### config.mk
export PLATFORM = sky130hd
export DESIGN_NAME = tab_arbiter
export DESIGN_NICKNAME = d
export VERILOG_FILES = /design/src/rtl/tab_arbiter.sv
export SDC_FILE = /design/constraint.sdc
export NUM_CORES = 1
export LEC_CHECK = 0
export BUFFER_PORTS_ARGS = -buffer_cell sky130_fd_sc_hd__buf_2
export CORE_MARGIN = 5
export CORE_UTILIZATION = 40
export DETAILED_ROUTE_END_ITERATION = 7
export GPL_ROUTABILITY_DRIVEN = 1
export SYNTH_ARGS = -nofsm -noshare
export SYNTH_HDL_FRONTEND = slang
export SYNTH_SLANG_ARGS = --single-unit
### constraint.sdc
create_clock -name clk -period 5.2 [get_ports clk]
set_clock_uncertainty 0.15 [all_clocks]
set_input_delay 0.52 -clock clk [delete_from_list [all_inputs] [get_ports clk]]
set_output_delay 0.52 -clock clk [all_outputs]
set_load 0.005 [all_outputs]
### src/rtl/tab_arbiter.sv
// Round-robin arbiter in front of a shared multiplication-table engine.
// Streams index/result pairs for the granted requester's 4-bit multiplier.
module tab_arbiter #(
  parameter int LEN = 11,
  parameter int IW  = 4,
  parameter int RW  = 8
) (
  input  logic          clk,
  input  logic          rst,
  input  logic          req0,
  input  logic [3:0]    mul0,
  input  logic          req1,
  input  logic [3:0]    mul1,
  input  logic          hold,
  output logic          gnt0,
  output logic          gnt1,
  output logic          busy,
  output logic          owner,
  output logic          out_valid,
  output logic [IW-1:0] index,
  output logic [RW-1:0] result,
  output logic          done0,
  output logic          done1
);

  localparam int PW = IW + 4;

  typedef enum logic {
    S_IDLE,
    S_RUN
  } state_t;

  state_t        state_q, state_d;
  logic [IW-1:0] cnt_q, cnt_d;
  logic [3:0]    mul_q, mul_d;
  logic          owner_q, owner_d;
  logic          last_q, last_d;
  logic          gnt0_q, gnt0_d;
  logic          gnt1_q, gnt1_d;
  logic          busy_q, busy_d;
  logic          valid_q, valid_d;
  logic [IW-1:0] index_q, index_d;
  logic [RW-1:0] result_q, result_d;
  logic          done0_q, done0_d;
  logic          done1_q, done1_d;

  logic          pick1;
  logic          last_entry;
  logic [PW-1:0] product;

  // On a tie, requester 1 wins only if requester 0 owned the previous table.
  assign pick1      = req1 & (~req0 | ~last_q);
  assign last_entry = (cnt_q == IW'(LEN - 1));
  assign product    = {4'b0000, cnt_q} * {{IW{1'b0}}, mul_q};

  always_comb begin
    state_d  = state_q;
    cnt_d    = cnt_q;
    mul_d    = mul_q;
    owner_d  = owner_q;
    last_d   = last_q;
    busy_d   = busy_q;
    index_d  = index_q;
    result_d = result_q;
    gnt0_d   = 1'b0;
    gnt1_d   = 1'b0;
    valid_d  = 1'b0;
    done0_d  = 1'b0;
    done1_d  = 1'b0;

    case (state_q)
      S_IDLE: begin
        if (req0 || req1) begin
          state_d = S_RUN;
          busy_d  = 1'b1;
          cnt_d   = '0;
          owner_d = pick1;
          mul_d   = pick1 ? mul1 : mul0;
          gnt0_d  = ~pick1;
          gnt1_d  = pick1;
        end
      end

      S_RUN: begin
        // A stalled consumer freezes the sequence; only the pulses drop.
        if (!hold) begin
          valid_d  = 1'b1;
          index_d  = cnt_q;
          result_d = RW'(product);
          cnt_d    = cnt_q + IW'(1);
          if (last_entry) begin
            done0_d = ~owner_q;
            done1_d = owner_q;
            busy_d  = 1'b0;
            last_d  = owner_q;
            cnt_d   = '0;
            state_d = S_IDLE;
          end
        end
      end

      default: begin
        state_d = S_IDLE;
        busy_d  = 1'b0;
      end
    endcase
  end

  always_ff @(posedge clk) begin
    if (!rst) begin
      state_q  <= S_IDLE;
      cnt_q    <= '0;
      mul_q    <= '0;
      owner_q  <= 1'b0;
      last_q   <= 1'b1;
      gnt0_q   <= 1'b0;
      gnt1_q   <= 1'b0;
      busy_q   <= 1'b0;
      valid_q  <= 1'b0;
      index_q  <= '0;
      result_q <= '0;
      done0_q  <= 1'b0;
      done1_q  <= 1'b0;
    end else begin
      state_q  <= state_d;
      cnt_q    <= cnt_d;
      mul_q    <= mul_d;
      owner_q  <= owner_d;
      last_q   <= last_d;
      gnt0_q   <= gnt0_d;
      gnt1_q   <= gnt1_d;
      busy_q   <= busy_d;
      valid_q  <= valid_d;
      index_q  <= index_d;
      result_q <= result_d;
      done0_q  <= done0_d;
      done1_q  <= done1_d;
    end
  end

  assign gnt0      = gnt0_q;
  assign gnt1      = gnt1_q;
  assign busy      = busy_q;
  assign owner     = owner_q;
  assign out_valid = valid_q;
  assign index     = index_q;
  assign result    = result_q;
  assign done0     = done0_q;
  assign done1     = done1_q;

endmodule

# After elaboration in Yosys (flattened, before gate mapping)
# Cells that the tools add are included.
# op_classes
n_addsub	1
mul	1
n_eq_ne	4
mux	14
n_bitwise	11
n_reduce_logical	9
# ops
op	n
4-bit two-way mux	4
1-bit inverter	9
4-bit by 4-bit multiplier with 8-bit output	1
4-bit case mux with 2 select lines	1
2-bit AND reduction	4
1-bit two-way mux	7
3-bit AND reduction	2
4-bit by 1-bit adder with 4-bit output (second input constant)	1
4-bit equality test (second input constant)	1
2-bit != test (second input constant)	2
1-bit case mux with 2 select lines	2
4-bit OR reduction	1
3-bit OR reduction	1
2-bit by 1-bit != test with 1-bit output (second input constant)	1
1-bit bitwise AND	1
1-bit logical OR	1
1-bit bitwise OR	1
# word_totals
reg_bits	29
input_bits	13
output_inout_bits	19
wordCells	53

# Depth between registers and ports, before layout
# Gate-level depths: netlist of run 1.
# logic_depth
ltp_word	4
depth_mapped	10
mapped_depth_nobuf	9

# Worst setup path before layout of run 1
# OpenSTA, ideal clock, no wires.
# synth_path
path_type	reg2reg
start	reg cnt_q[0]
end	reg result_q[6], in the netlist result[6]
setup_time_ns	0.079
t_arrival_ns	2.599
t_required_ns	4.971
path_slack_ns	2.372
path_stages_with_launch	10
path_buffers	0
period_less_slack_ns	2.828
path_cell_list	dfxtp_1 > nand2_1 > fa_1 > inv_1 > fa_1 > inv_1 > fa_1 > nand2b_1 > a211o_1 > o211ai_1
# synth_via
elab_chain_len	1
# synth_lines
element	line	text
start: declaration	34	logic [IW-1:0] cnt_q, cnt_d;
start signal: assignment	126	cnt_q <= cnt_d;
4-bit by 4-bit multiplier with 8-bit output	54	assign product = {4'b0000, cnt_q} * {{IW{1'b0}}, mul_q};
end signal: assignment	135	result_q <= result_d;
end: declaration	43	logic [RW-1:0] result_q, result_d;
# No other way between the ends.
# A chain may end at the register's enable or synchronous reset.

# Worst setup path after layout of run 1
# layout_path
start	reg cnt_q[0]
end	reg result_q[7], in the netlist result[7]
# The elaborated chain is that of the path after synthesis.

==> results of run 1 <==
[cells by family after synthesis]
group / Yosys count / share of synthesized area
AO/OA/AOI/OAI: 41 / 0.180
adder cells (fa/ha/maj): 18 / 0.157
buffers and inverters: 17 / 0.0530
flip-flops: 29 / 0.356
multiplexers: 5 / 0.0307
AND/OR/NAND/NOR: 67 / 0.224
[area by class of cell]
cell class,instances,area share
Sequential cell,29,0.304
Clock buffer,7,0.0452
Multi-Input combinational cell,131,0.505
Inverter,8,0.0157
Tap cell,50,0.0328
Clock inverter,1,0.0157
Timing Repair Buffer,31,0.0813
[cell usage in the layout (no fill, tap or decap), drive strengths merged, types with 4 or more instances in the layout]
cell	instances
clkbuf	7
a21boi	13
buf	31
nand3b	4
fa	4
dfxtp	29
and2	13
a21oi	6
nor2	5
nand3	11
o21ai	8
ha	14
nand2	19
inv	8
mux2i	5
[synth_stat cells (3+ instances only)]
library cell	n
nand2_1	19
fa_1	4
dfxtp_1	29
inv_1	8
and2_2	3
and2_1	10
a21oi_1	6
ha_1	14
o21ai_0	8
nand3_1	11
nand2b_1	3
clkbuf_1	3
a21boi_0	10
mux2i_1	5
nor2_1	5
nand3b_1	4
[per-layer routing]
layer / wire (um) / part of all wire
met1: 1720 / 0.48
met5: 0 / 0
met3: 234 / 0.066
met4: 51 / 0.014
met2: 1550 / 0.44
[path summary, 6_finish.rpt]
kind | endpoint | depth (start not counted) | from
setup reg to reg | result[7] | 8 | cnt_q[0]
hold reg to reg | index[3] | 2 | index[3]
setup / recovery | result[7] | 8 | cnt_q[0]
hold / removal | index[3] | 2 | index[3]
[report_power, final]
group	internal, mW	switching (mW)
sequential	0.230	0.00824
clock	0.156	0.0822
combinational	0.0175	0.0230
[registers in the layout (all words and copies together), names as in the netlist]
signal     flops
result         8
cnt_q          4
index          4
mul_q          4
busy           1
done0          1
done1          1
gnt0           1
gnt1           1
last_q         1
out_valid      1
owner          1
state_q        1
[per-stage QoR]
step                      cells  hold WS [ps]
after detailed placement    249           304
after floorplan             177           301
final                       257           306
after CTS                   257           313
after global placement      249           292
after global routing        257           324
[worst max-delay path, stage by stage, from the launching register on]
cell and delay [ps]:
dfxtp_1 470, nand2_1 130, fa_1 540, inv_1 50
fa_1 510, ha_1 310, a211oi_1 440, o2111ai_1 180
nor3b_1 180
==> flow_summary.yaml, run 1 <==
outcome:
  outcome: "complete, no violations"
sta:
  setup_viol: 0
  tns_ps: 0
  slew_headroom: 0.516
  rsz0062_at_grt: "false"
  worst_pin_slew_ps: 726
  slew_violations: 0
  hold_viol: 0
  setup_slack_ps: 2120
  finalCriticalPeriod_ps: 3080
  clock.fmax_mhz: 325
  post-route-period-util: 0.592
place:
  port_buffers: 31
  place_hpwl_mm: 2.58
  dp_slack_ps: 2180
  gp_congestion: 0.821
  placed_cell_area_sq_mm: 0.00179
logic_synthesis:
  synth_nets: 208
  synth_area_sq_mm: 0.00163
  synth_top_area_share: 0.356
  ys.warnings.count: 0
  synth_cells: 177
  ys_ff_latch: 29
  synth_edf_count: 0
  synth_top_area_cell: "dfxtp_1"
  seq_area_frac_synth: 0.356
  synth_cell_types: 43
  netlist_top_cells_area: "dfxtp_1, ha_1, fa_1"
  ys.flop_type: "dfxtp_1"
  avgSynthCellArea_sq_um: 9.21
  async_flop_share: 0
clocking:
  cts_tree: "yes"
  clock_tree.root_cell: "clkbuf_8"
  worst_skew_pair.late_latency_ps: 280
  cts_made_buffers: 5
  post_cts_buffers: 0
  clk_pin_slew_ps: 70
  htreeDepth: 2
  cts.repair.resized: 0
  cts.sinks: 29
  cts_buffer_depth: 2
  hold_buffers: 0
floorplanning:
  fp.coreArea_sq_mm: 0.00397
  fp.dieH_um: 73.8
  dieArea_sq_mm: 0.00545
  start_util: 0.411
  die_w_um: 73.8
  rows: 23
  io_pins: 32
drt:
  dr.pass1.iters: 4
  dr_total_vias: 1348
  drc: 0
  drt_wl_total_mm: 3.56
  final_antenna_net_count: 0
  dr.first_iter.drc_count: 53
  routed_via_density: 5.25
  drt-wirelength-per-cell_um: 13.9
critical_path:
  worstSetupEndpointType: "flip-flop"
  start_kind: "flip-flop"
  crit_fanout: 9
  r2r_slack_ps: 2120
  cp.required_ps: 5210
  arrival_ps: 3080
  path_class: "reg2reg"
cells_and_area:
  multi_input_area_sq_um: 963
  nets: 237
  seq_area_sq_um: 581
  diodes: 0
  finalCoreUtilization: 0.480
  fillers: 389
  design_area_sq_mm: 0.00191
  drive_gt1_frac: 0.227
  syn2layout_area_growth_pct: 17.0
global_routing:
  grt_pass1_vias: 1233
  globalRouteTotalUtil: 0.139
  grtUsageMet2: 0.213
  grt_first_pass_wirelength_mm: 5.84
  grt_max_degree: 33
  grt.met3_usage: 0.0356
  met1_usage: 0.184
  antenna_found_initial: 0
  grt-busiest-layer: "met2"
  gr-total-overflow: 0
power_and_ir_drop:
  leakagePower_nw: 0.865
  powerDensity_mw_per_mm2: 271
  p_total_uw: 517
  peakVddDrop_uv: 193
run:
  cap_violations: 0
worst_hold_path:
  hp-class: "reg2reg"
Note: power is estimated with default switching activity, not from simulation.
==> inputs of run 2 (changes only) <==
==> constraint.sdc (replaced) <==
create_clock -name clk -period 2.9 [get_ports clk]
set_clock_uncertainty 0.15 [all_clocks]
set_input_delay 0.29 -clock clk [delete_from_list [all_inputs] [get_ports clk]]
set_output_delay 0.29 -clock clk [all_outputs]
set_load 0.005 [all_outputs]
==> run 2 against run 1 <==
Against the previous run: sequential cell count stayed put; cell area grew 0.85%; sequential share of layout area fell by 0.062 points; die area unchanged; worst hold slack got worse by 150 ps; core utilization rose by 0.41 points; critical endpoint is now result[6].
==> flow_summary.yaml, run 2 (synthesis gave the netlist of run 1 again) <==
sta:
  setup_viol: 0
  clock.fmax_mhz: 360
  rsz0062_at_grt: "false"
  worst_pin_slew_ps: 770
  post-route-period-util: 0.958
  hold_viol: 0
  slew_headroom: 0.487
  finalCriticalPeriod_ps: 2780
  tns_ps: 0
  slew_violations: 0
floorplanning:
  start_util: 0.411
  io_pins: 32
  die_w_um: 73.8
  rows: 23
  fp.dieH_um: 73.8
  dieArea_sq_mm: 0.00545
  fp.coreArea_sq_mm: 0.00397
critical_path:
  r2r-start: "mul_q[3]"
  reg2reg_to: "result[6]"
  arrival_ps: 2820
  cp_top_family: "adder cells"
  path_class: "reg2reg"
  start_kind: "flip-flop"
  cp.required_ps: 2950
  cp_slowest_cell: "fa_1"
  r2r_slack_ps: 120
  cpMostUsedCell: "fa_1"
  worstSetupEndpointType: "flip-flop"
  crit_fanout: 5
  reg2reg_depth: 9
  path_cells: "nand2_1, fa_1, inv_1, fa_1, inv_1, fa_1, nand2b_1, a211o_1, o211ai_1"
  max_stage_delay_ps: 530
  worst-path-buf-inv: 2
drt:
  routed_via_density: 5.40
  drt_wl_total_mm: 3.82
  routed.top_layer: "met4"
  final_antenna_net_count: 0
  wl_met1_mm: 1.79
  dr.first_iter.drc_count: 101
  dr.pass1.iters: 4
  met2_length_mm: 1.72
  wl_met3_um: 249
  dr_total_vias: 1416
  drt-wirelength-per-cell_um: 14.6
  drc: 0
place:
  gp_congestion: 0.872
  dp.cells: 254
  place_hpwl_mm: 2.74
  port_buffers: 31
clocking:
  cts_tree: "yes"
  clock_tree.root_cell: "clkbuf_8"
  htreeDepth: 2
  cts_buffer_depth: 2
  clk_pin_slew_ps: 70
  post_cts_buffers: 0
  cts.sinks: 29
  cts_made_buffers: 5
  worst_skew_pair.late_latency_ps: 280
global_routing:
  antenna_found_initial: 0
  grt_max_degree: 33
  gr-total-overflow: 0
  grt_first_pass_wirelength_mm: 6.33
  grt_pass1_vias: 1351
  globalRouteTotalUtil: 0.152
power_and_ir_drop:
  leakagePower_nw: 0.878
  powerDensity_mw_per_mm2: 433
  peakVddDrop_uv: 290
cells_and_area:
  diodes: 0
  largest_reg_flops: 8
  fillers: 395
  seq_area_sq_um: 584
  multi_input_area_sq_um: 968
  syn2layout_area_growth_pct: 18.0
  layout_common_cells: "buf_2, dfxtp_1, nand2_1"
  fin_cells: 262
  drive_gt1_frac: 0.269
  finalCoreUtilization: 0.485
  final_common_cell: "buf_2"
  nets: 242
outcome:
  outcome: "complete, no violations"
worst_hold_path:
  hp-class: "in2reg"
  holdPathStages: 3
  min_to: "mul_q[1]"
  min-delay-start: "mul1[1]"
run:
  cap_violations: 0
## run 2: per-layer routing
layer,track usage,up-vias
met5,0,-
met1,0.205,678
met3,0.0451,6
met2,0.228,44
li1,-,688
met4,0.0584,0
## run 2: per-stage QoR
stage	instance area (sq um)	hold WS, ps	setup slack [ps]	total power, mW
after floorplan	1630	290	72.4	0.485
after global placement	1830	294	111	0.510
after detailed placement	1830	295	-16.2	0.514
after CTS	1920	161	1.40	0.845
after global routing	1920	193	2.98	0.875
final	1920	158	123	0.834
## run 2: repair_timing
action,4_1_cts,5_1_grt
gates resized for setup,1,3
hold buffers,0,0
pin swaps,0,1
endpoints found under the setup margin,1,2
## run 2: final cells by class
type                            count  area share
Clock inverter                      3     0.00910
Tap cell                           50      0.0325
Inverter                            8      0.0156
Sequential cell                    29       0.304
Timing Repair Buffer               36       0.100
Clock buffer                        5      0.0358
Multi-Input combinational cell    131       0.503
## run 2: tightest hold or removal path, stage by stage
cell and delay [ps]:
buf_2 70, mux2i_1 60, a21oi_1 130
## run 2: how the worst max path moves through the flow
stage,from,endpoint,slack (ps),depth (start not counted)
2_1_floorplan,cnt_q[0],result[6],70,9
3_3_place_gp,mul_q[3],result[6],110,9
3_5_place_dp,mul_q[3],result[5],-20,9
4_1_cts,mul_q[3],result[6],1,9
5_1_grt,mul_q[3],result[6],3,9
6_report,mul_q[3],result[6],120,9
## run 2: power by group
group	internal (mW)	switching, mW
registers	0.414	0.0131
clock network	0.165	0.163
logic	0.0328	0.0460
total	0.612	0.222
